**config.mk**
```make
export PLATFORM = sky130hd
export DESIGN_NAME = div32x32
export DESIGN_NICKNAME = d
export VERILOG_FILES = /design/src/rtl/div32x32_pkg.sv /design/src/rtl/div32x32_fsm.sv /design/src/rtl/div32x32.sv
export SDC_FILE = /design/constraint.sdc
export NUM_CORES = 1
export LEC_CHECK = 0
export ABC_AREA = 0
export BUFFER_PORTS_ARGS = -buffer_cell sky130_fd_sc_hd__clkbuf_2
export CORE_UTILIZATION = 45
export DETAILED_ROUTE_END_ITERATION = 10
export GPL_TIMING_DRIVEN = 0
export HOLD_SLACK_MARGIN = 0.05
export PLACE_DENSITY_LB_ADDON = 0.1
export SKIP_CTS_REPAIR_TIMING = 1
export SLEW_MARGIN = 0
export SYNTH_ARGS = -nofsm -noshare
export SYNTH_HDL_FRONTEND = slang
export SYNTH_SLANG_ARGS = --single-unit
```
**constraint.sdc**
```tcl
create_clock -name clk -period 3.6 [get_ports clk]
set_input_delay 0.36 -clock clk [delete_from_list [all_inputs] [get_ports clk]]
set_output_delay 0.36 -clock clk [all_outputs]
set_load 0.05 [all_outputs]
```
**src/rtl/div32x32_pkg.sv**
```systemverilog
// div32x32_pkg: shared state encoding and sizing for the iterative divider.
package div32x32_pkg;
    typedef enum logic [1:0] {IDLE, CALC, DONE} div_state_t;
    localparam int DIV_WIDTH = 32;
    localparam int DIV_CNT_W = $clog2(DIV_WIDTH) + 1;
endpackage

```
**src/rtl/div32x32_fsm.sv**
```systemverilog
// div32x32_fsm: sequencing for the divider; owns state, iteration count, busy and done.
module div32x32_fsm
    import div32x32_pkg::*;
#(
    parameter int WIDTH = DIV_WIDTH,
    parameter int CNT_W = DIV_CNT_W
) (
    input  logic clk_i,
    input  logic rst_ni,
    input  logic start_i,
    output logic busy_o,
    output logic done_o,
    output logic load_o,
    output logic step_o,
    output logic commit_o
);
    div_state_t       state_q;
    logic [CNT_W-1:0] cnt_q;
    logic             busy_q;
    logic             done_q;

    assign load_o   = (state_q == IDLE) && start_i;
    assign step_o   = (state_q == CALC);
    assign commit_o = (state_q == DONE);
    assign busy_o   = busy_q;
    assign done_o   = done_q;

    always_ff @(posedge clk_i or negedge rst_ni) begin
        if (!rst_ni) begin
            state_q <= IDLE;
            cnt_q   <= '0;
            busy_q  <= 1'b0;
            done_q  <= 1'b0;
        end else begin
            done_q <= 1'b0;
            case (state_q)
                IDLE: if (start_i) begin
                    state_q <= CALC;
                    cnt_q   <= '0;
                    busy_q  <= 1'b1;
                end
                CALC: begin
                    cnt_q <= cnt_q + 1'b1;
                    if (cnt_q == CNT_W'(WIDTH - 1)) state_q <= DONE;
                end
                DONE: begin
                    state_q <= IDLE;
                    busy_q  <= 1'b0;
                    done_q  <= 1'b1;
                end
                default: state_q <= IDLE;
            endcase
        end
    end
endmodule

```
**src/rtl/div32x32.sv**
```systemverilog
// div32x32: unsigned radix-2 restoring divider, one quotient bit per clock.
// A zero divisor never borrows, so it naturally yields all-ones quotient and remainder = a.
module div32x32
    import div32x32_pkg::*;
#(
    parameter int WIDTH = DIV_WIDTH
) (
    input  logic             clk,
    input  logic             reset,
    input  logic             start,
    input  logic [WIDTH-1:0] a,
    input  logic [WIDTH-1:0] b,
    output logic             busy,
    output logic             done,
    output logic             div_by_zero,
    output logic [WIDTH-1:0] quotient,
    output logic [WIDTH-1:0] remainder
);
    logic             load, step, commit;
    logic [WIDTH-1:0] rem_q, rem_d, qsr_q, qsr_d, dvs_q, dvs_d;
    logic [WIDTH-1:0] quot_q, quot_d, rmd_q, rmd_d;
    logic             zero_q, zero_d, dbz_q, dbz_d;
    logic [WIDTH:0]   shifted, trial;

    div32x32_fsm #(.WIDTH(WIDTH), .CNT_W($clog2(WIDTH) + 1)) u_fsm (
        .clk_i    (clk),
        .rst_ni   (reset),
        .start_i  (start),
        .busy_o   (busy),
        .done_o   (done),
        .load_o   (load),
        .step_o   (step),
        .commit_o (commit)
    );

    // trial[WIDTH] is the borrow: set exactly when the shifted remainder is below the divisor
    always_comb begin
        shifted = {rem_q, qsr_q[WIDTH-1]};
        trial   = shifted - {1'b0, dvs_q};
        rem_d   = load ? '0 : step ? (trial[WIDTH] ? shifted[WIDTH-1:0] : trial[WIDTH-1:0]) : rem_q;
        qsr_d   = load ? a : step ? {qsr_q[WIDTH-2:0], ~trial[WIDTH]} : qsr_q;
        dvs_d   = load ? b : dvs_q;
        zero_d  = load ? (b == '0) : zero_q;
        quot_d  = commit ? qsr_q : quot_q;
        rmd_d   = commit ? rem_q : rmd_q;
        dbz_d   = commit ? zero_q : dbz_q;
    end

    always_ff @(posedge clk or negedge reset) begin
        if (!reset) begin
            rem_q  <= '0;
            qsr_q  <= '0;
            dvs_q  <= '0;
            zero_q <= 1'b0;
            quot_q <= '0;
            rmd_q  <= '0;
            dbz_q  <= 1'b0;
        end else begin
            rem_q  <= rem_d;
            qsr_q  <= qsr_d;
            dvs_q  <= dvs_d;
            zero_q <= zero_d;
            quot_q <= quot_d;
            rmd_q  <= rmd_d;
            dbz_q  <= dbz_d;
        end
    end

    assign quotient    = quot_q;
    assign remainder   = rmd_q;
    assign div_by_zero = dbz_q;
endmodule

```
### After elaboration in Yosys (flattened, before gate mapping)

Index checks and enable logic that the tools add are counted.

* word-level logic and storage cells: 41
* register bits after elaboration: 172

* equality and inequality tests: 5
* $add $sub $neg: 2
* multiplexer cells: 13
* bitwise operators: 1
* reduce and logical (&&, ||, !) cells: 9

Operators by type and width (count)
* $mux W32: 5
* $sub A33 B32 Y33: 1
* $logic_not A32 Y1: 1
* $pmux W6 S2: 1
* $add A6 B1 Y6 const B: 1
* $eq A6 B5 Y1 const B: 1
* $mux W6: 1
* $reduce_and A2 Y1: 3
* $reduce_bool A2 Y1: 3
* $mux W2: 2
* $pmux W2 S2: 1
* $eq A2 B1 Y1 const B: 1
* $eq A2 B2 Y1 const B: 1
* $logic_not A2 Y1: 1
* $mux W1: 2
* $ne A2 B1 Y1 const B: 1
* $ne A2 B2 Y1 const B: 1
* $pmux W1 S2: 1
* $logic_and A1 B1 Y1: 1
* $not A1 Y1: 1

### Longest topological paths before layout

* depth after elaboration: 4
* mapped depth: 14
* gate-level depth less buffers: 13

### Hierarchy

From an unflattened synthesis, not the netlist that was laid out.

* cell total of the unflattened synthesis: 942
* area, all modules: 9302.7 um2

By module, submodules not included
* div32x32: cells an instance 899, times used 1, sequential area each 4053.9 um2, area each 8821.0 um2
* div32x32_fsm: cells an instance 43, times used 1, sequential area each 250.2 um2, area each 481.7 um2

### Worst setup path after synthesis

No wires, ideal clock.

* path type: register to register
* start: register qsr_q[31]
* end: register rem_q[10]
* required time: 3.468 ns
* setup time: 0.132 ns
* clock period less this slack: 3.095 ns
* buffers on the path: 1
* stages on the path, launching flop included: 15
* path slack: 0.505 ns
* arrival time: 2.963 ns
* cells stage by stage: dfrtp_1 > inv_1 > ha_1 > inv_1 > fa_1 > a21o_1 > a221oi_2 > o211ai_2 > a211oi_2 > nor2_2 > a41oi_4 > xnor2_1 > buf_6 > mux2i_1 > o21ai_1

* cells in the longest elaborated chain, start to end: 4

RTL lines
* start, declared: line div32x32.sv:20 `logic [WIDTH-1:0] rem_q, rem_d, qsr_q, qsr_d, dvs_q, dvs_d;`
* start signal, assigned: line div32x32.sv:60 `qsr_q <= qsr_d;`
* $sub A33 B32 Y33: line div32x32.sv:39 `trial = shifted - {1'b0, dvs_q};`
* $mux W32 (3 in series): line div32x32.sv:40 `rem_d = load ? '0 : step ? (trial[WIDTH] ? shifted[WIDTH-1:0] : trial[WIDTH-1:0]) : rem_q;`
* end signal, assigned: line div32x32.sv:59 `rem_q <= rem_d;`
* end, declared: line div32x32.sv:20

No other way between the ends. The select of a mux whose other input is x is not followed.
A chain may end at the register's enable or synchronous reset.

### Worst setup path after layout

* start: register qsr_q[31]
* end: register rem_q[24]

Same word-level chain as after synthesis.

==> reports/metrics.cfg <==
[outcome]
status = complete, no violations

[placement]
gp_congestion = 0.912
dp_hpwl_um = 15800
numPortBuffers = 133
dp_cells = 1261

[clock_network]
cts_tree = done
clock-root-buffer = clkbuf_16
htreeDepth = 4
numCtsBuffers = 17
path_clk_slew_ns = 0.07
clock_sinks = 172
clk_path_buf_depth = 2
clkLatencyLatePin_ns = 0.43

[route]
first_iter_violations = 304
ant_nets = 0
first_pass_iters = 4
num_vias = 6975
routed_via_density = 5.39
post_drt_wl_per_cell_um = 16.7
drt-total-wl_um = 21600
drc = 0

[final_layout]
diodes = 0
nets = 1122
layout_common_cells = dfrtp_1 (172), clkbuf_2 (132), nand2_1 (90), o21ai_0 (84), mux2_2 (64)
area_delta_synth_final_pct = 18.4
final_common_cell = dfrtp_1
seq_area_mm2 = 0.00430
final_util = 0.551
drive_above_1_share = 0.236
multiInputGateArea_mm2 = 0.00421
fillCellCount = 1751
final_cells = 1294

[power]
leakagePower_nw = 4.81
seqPwrFrac = 0.293
swShare = 0.473
pwr-share-clk = 0.156
power_switching_w = 0.00541
p_comb_frac = 0.551
irDropWorstVdd_mv = 0.595
p_int_w = 0.00604
power.density_mw_per_mm2 = 1090
power_w = 0.0114

[synth]
ys_types = 52
synth_top_cell_area_share = 0.486
ys_ff_latch = 172
avgSynthCellArea_um2 = 10.2
synth_simple_gate_area_frac = 0.103
synth_mux_area_frac = 0.104
ys.warnings.count = 0
synth_fa_ha_area_frac = 0.0489
synth_top_family_by_area = compound AO/OA/AOI/OAI gates
synthXorXnorAreaFrac = 0.0318
synthCells = 867
synth_top_area_cell = dfrtp_1
synth_compound_area_frac = 0.186
synth.area.top_cells = dfrtp_1 (49%), mux2_2 (8.1%), o21ai_0 (4.8%)
synth.cell_area_mm2 = 0.00885
syn-num-nets = 968
seq_area_frac_synth = 0.486
synth-edff-count = 0
synth_ff_type = dfrtp_1
synthArstFlopShare = 1.00

[critical_path]
start_kind = register
crit_arrival_ns = 3.75
cp.required_ns = 3.95
endpoint_kind = register
timing_worst_setup_path_type = register to register
crit_path_max_fanout = 10

[hold_path]
hp-class = primary input to register

[timing]
holdWs_ns = 0.157
fin_crit_ns = 3.40
worstMarginPinSlew_ns = 0.828
finalSetupTns_ns = 0
fmax_mhz = 294
finalSetupViolCount = 0
fin_crit_sh = 0.944
timing.clock.skew_ns = 0.00784
grt_setup_unrepaired = no
slew_viol_final = 0
slew_headroom = 0.434
finalHoldViolCount = 0

[global_route]
grt_max_degree = 108
antenna_found_initial = 0
grt_pass1_wl_um = 35100
grt_pass1_vias = 6745
grt_usage = 0.222
grt_overflow = 0

[floorplanning]
die_h_um = 142
core_mm2 = 0.0190
rows = 50
io_pins = 134
start_util = 0.465
dieArea_mm2 = 0.0202
die_w_um = 142

[job]
cap_viol_max_count = 0

[cell type report]
cell class | count | area share
timing repair buffer | 135 | 0.0679
multi-input combinational | 607 | 0.402
clock buffer | 17 | 0.0406
inverter | 35 | 0.0125
tap | 260 | 0.0310
buffer | 53 | 0.0209
clock inverter | 15 | 0.0142
sequential | 172 | 0.411
[cells by family (layout without fill, tap and decap cells)]
family          count (synthesis)  count (layout)
buf+inv                        88             255
fa+ha+maj                      34              34
compound gates                270             270
simple gates                  189             189
flops                         172             172
xor+xnor                       30              30
mux                            84              84
[through the flow]
stage | area [um2] | setup slack (ns)
3_5_place_dp | 9880 | -0.0398
2_1_floorplan | 8850 | 0.505
3_3_place_gp | 9840 | -1.05
6_report | 10500 | 0.202
4_1_cts | 10500 | -0.0475
5_1_grt | 10500 | 0.00155
[critical path, cell delays in order (launching register included)]
cell      delay, ns
dfrtp_1        0.38
inv_1          0.11
ha_1           0.19
inv_1          0.06
fa_1           0.40
a21o_1         0.22
a221oi_4       0.32
o211ai_2       0.15
a211oi_2       0.32
nor2_2         0.15
a41oi_4        0.26
xor2_4         0.29
buf_4          0.25
a32oi_1        0.12
o21ai_1        0.11
[state kept, by name, summed over array words and instances, names as in the netlist]
signal	count
div_by_zero	1
dvs_q	32
qsr_q	32
quotient	32
rem_q	32
remainder	32
u_fsm.busy_o	1
u_fsm.cnt_q	6
u_fsm.done_o	1
u_fsm.state_q	2
zero_q	1
[worst paths after layout]
path,from,end,slack (ns),depth (start not counted)
setup reg to reg,qsr_q[31],rem_q[24],0.20,14
hold / removal,b[10],dvs_q[10],0.16,3
max in group asynchronous,reset,rem_q[15],2.22,3
hold reg to reg,u_fsm.busy_o,u_fsm.busy_o,0.48,2
setup / recovery,qsr_q[31],rem_q[24],0.20,14
min in group asynchronous,reset,quotient[12],0.46,2
[power groups by stage]
stage                     Combinational [W]  Sequential, W  Clock, W
after floorplan                     0.00367        0.00454         0
after global placement              0.00620        0.00338         0
after detailed placement            0.00626        0.00339         0
after CTS                           0.00630        0.00336   0.00184
after global routing                0.00690        0.00348   0.00190
final                               0.00631        0.00335   0.00179
[metal layers]
layer  routed length, um  track usage
met2                9770        0.351
met5                   0            0
met1               10600        0.316
met4                 245       0.0623
met3                 921       0.0353
[cell usage after synthesis, types with 2 or more instances]
cell type,n
a21o_1,18
a21oi_1,60
a22o_1,2
a22oi_1,30
a31oi_1,9
a32oi_1,12
and2_1,2
and3_1,4
buf_1,8
buf_6,2
clkbuf_1,41
dfrtp_1,172
ha_1,33
inv_1,35
mux2_2,64
mux2i_1,20
nand2_1,90
nand2b_1,4
nand3_1,7
nand4_1,10
nor2_1,14
nor2b_1,38
nor3_1,5
nor4_1,9
o211ai_1,4
o21a_1,2
o21ai_0,84
o21ai_1,29
o21bai_1,3
o31ai_1,5
or2_2,2
or4_1,2
xnor2_1,13
xor2_1,16
No activity file was read; power rests on OpenSTA's default activity.
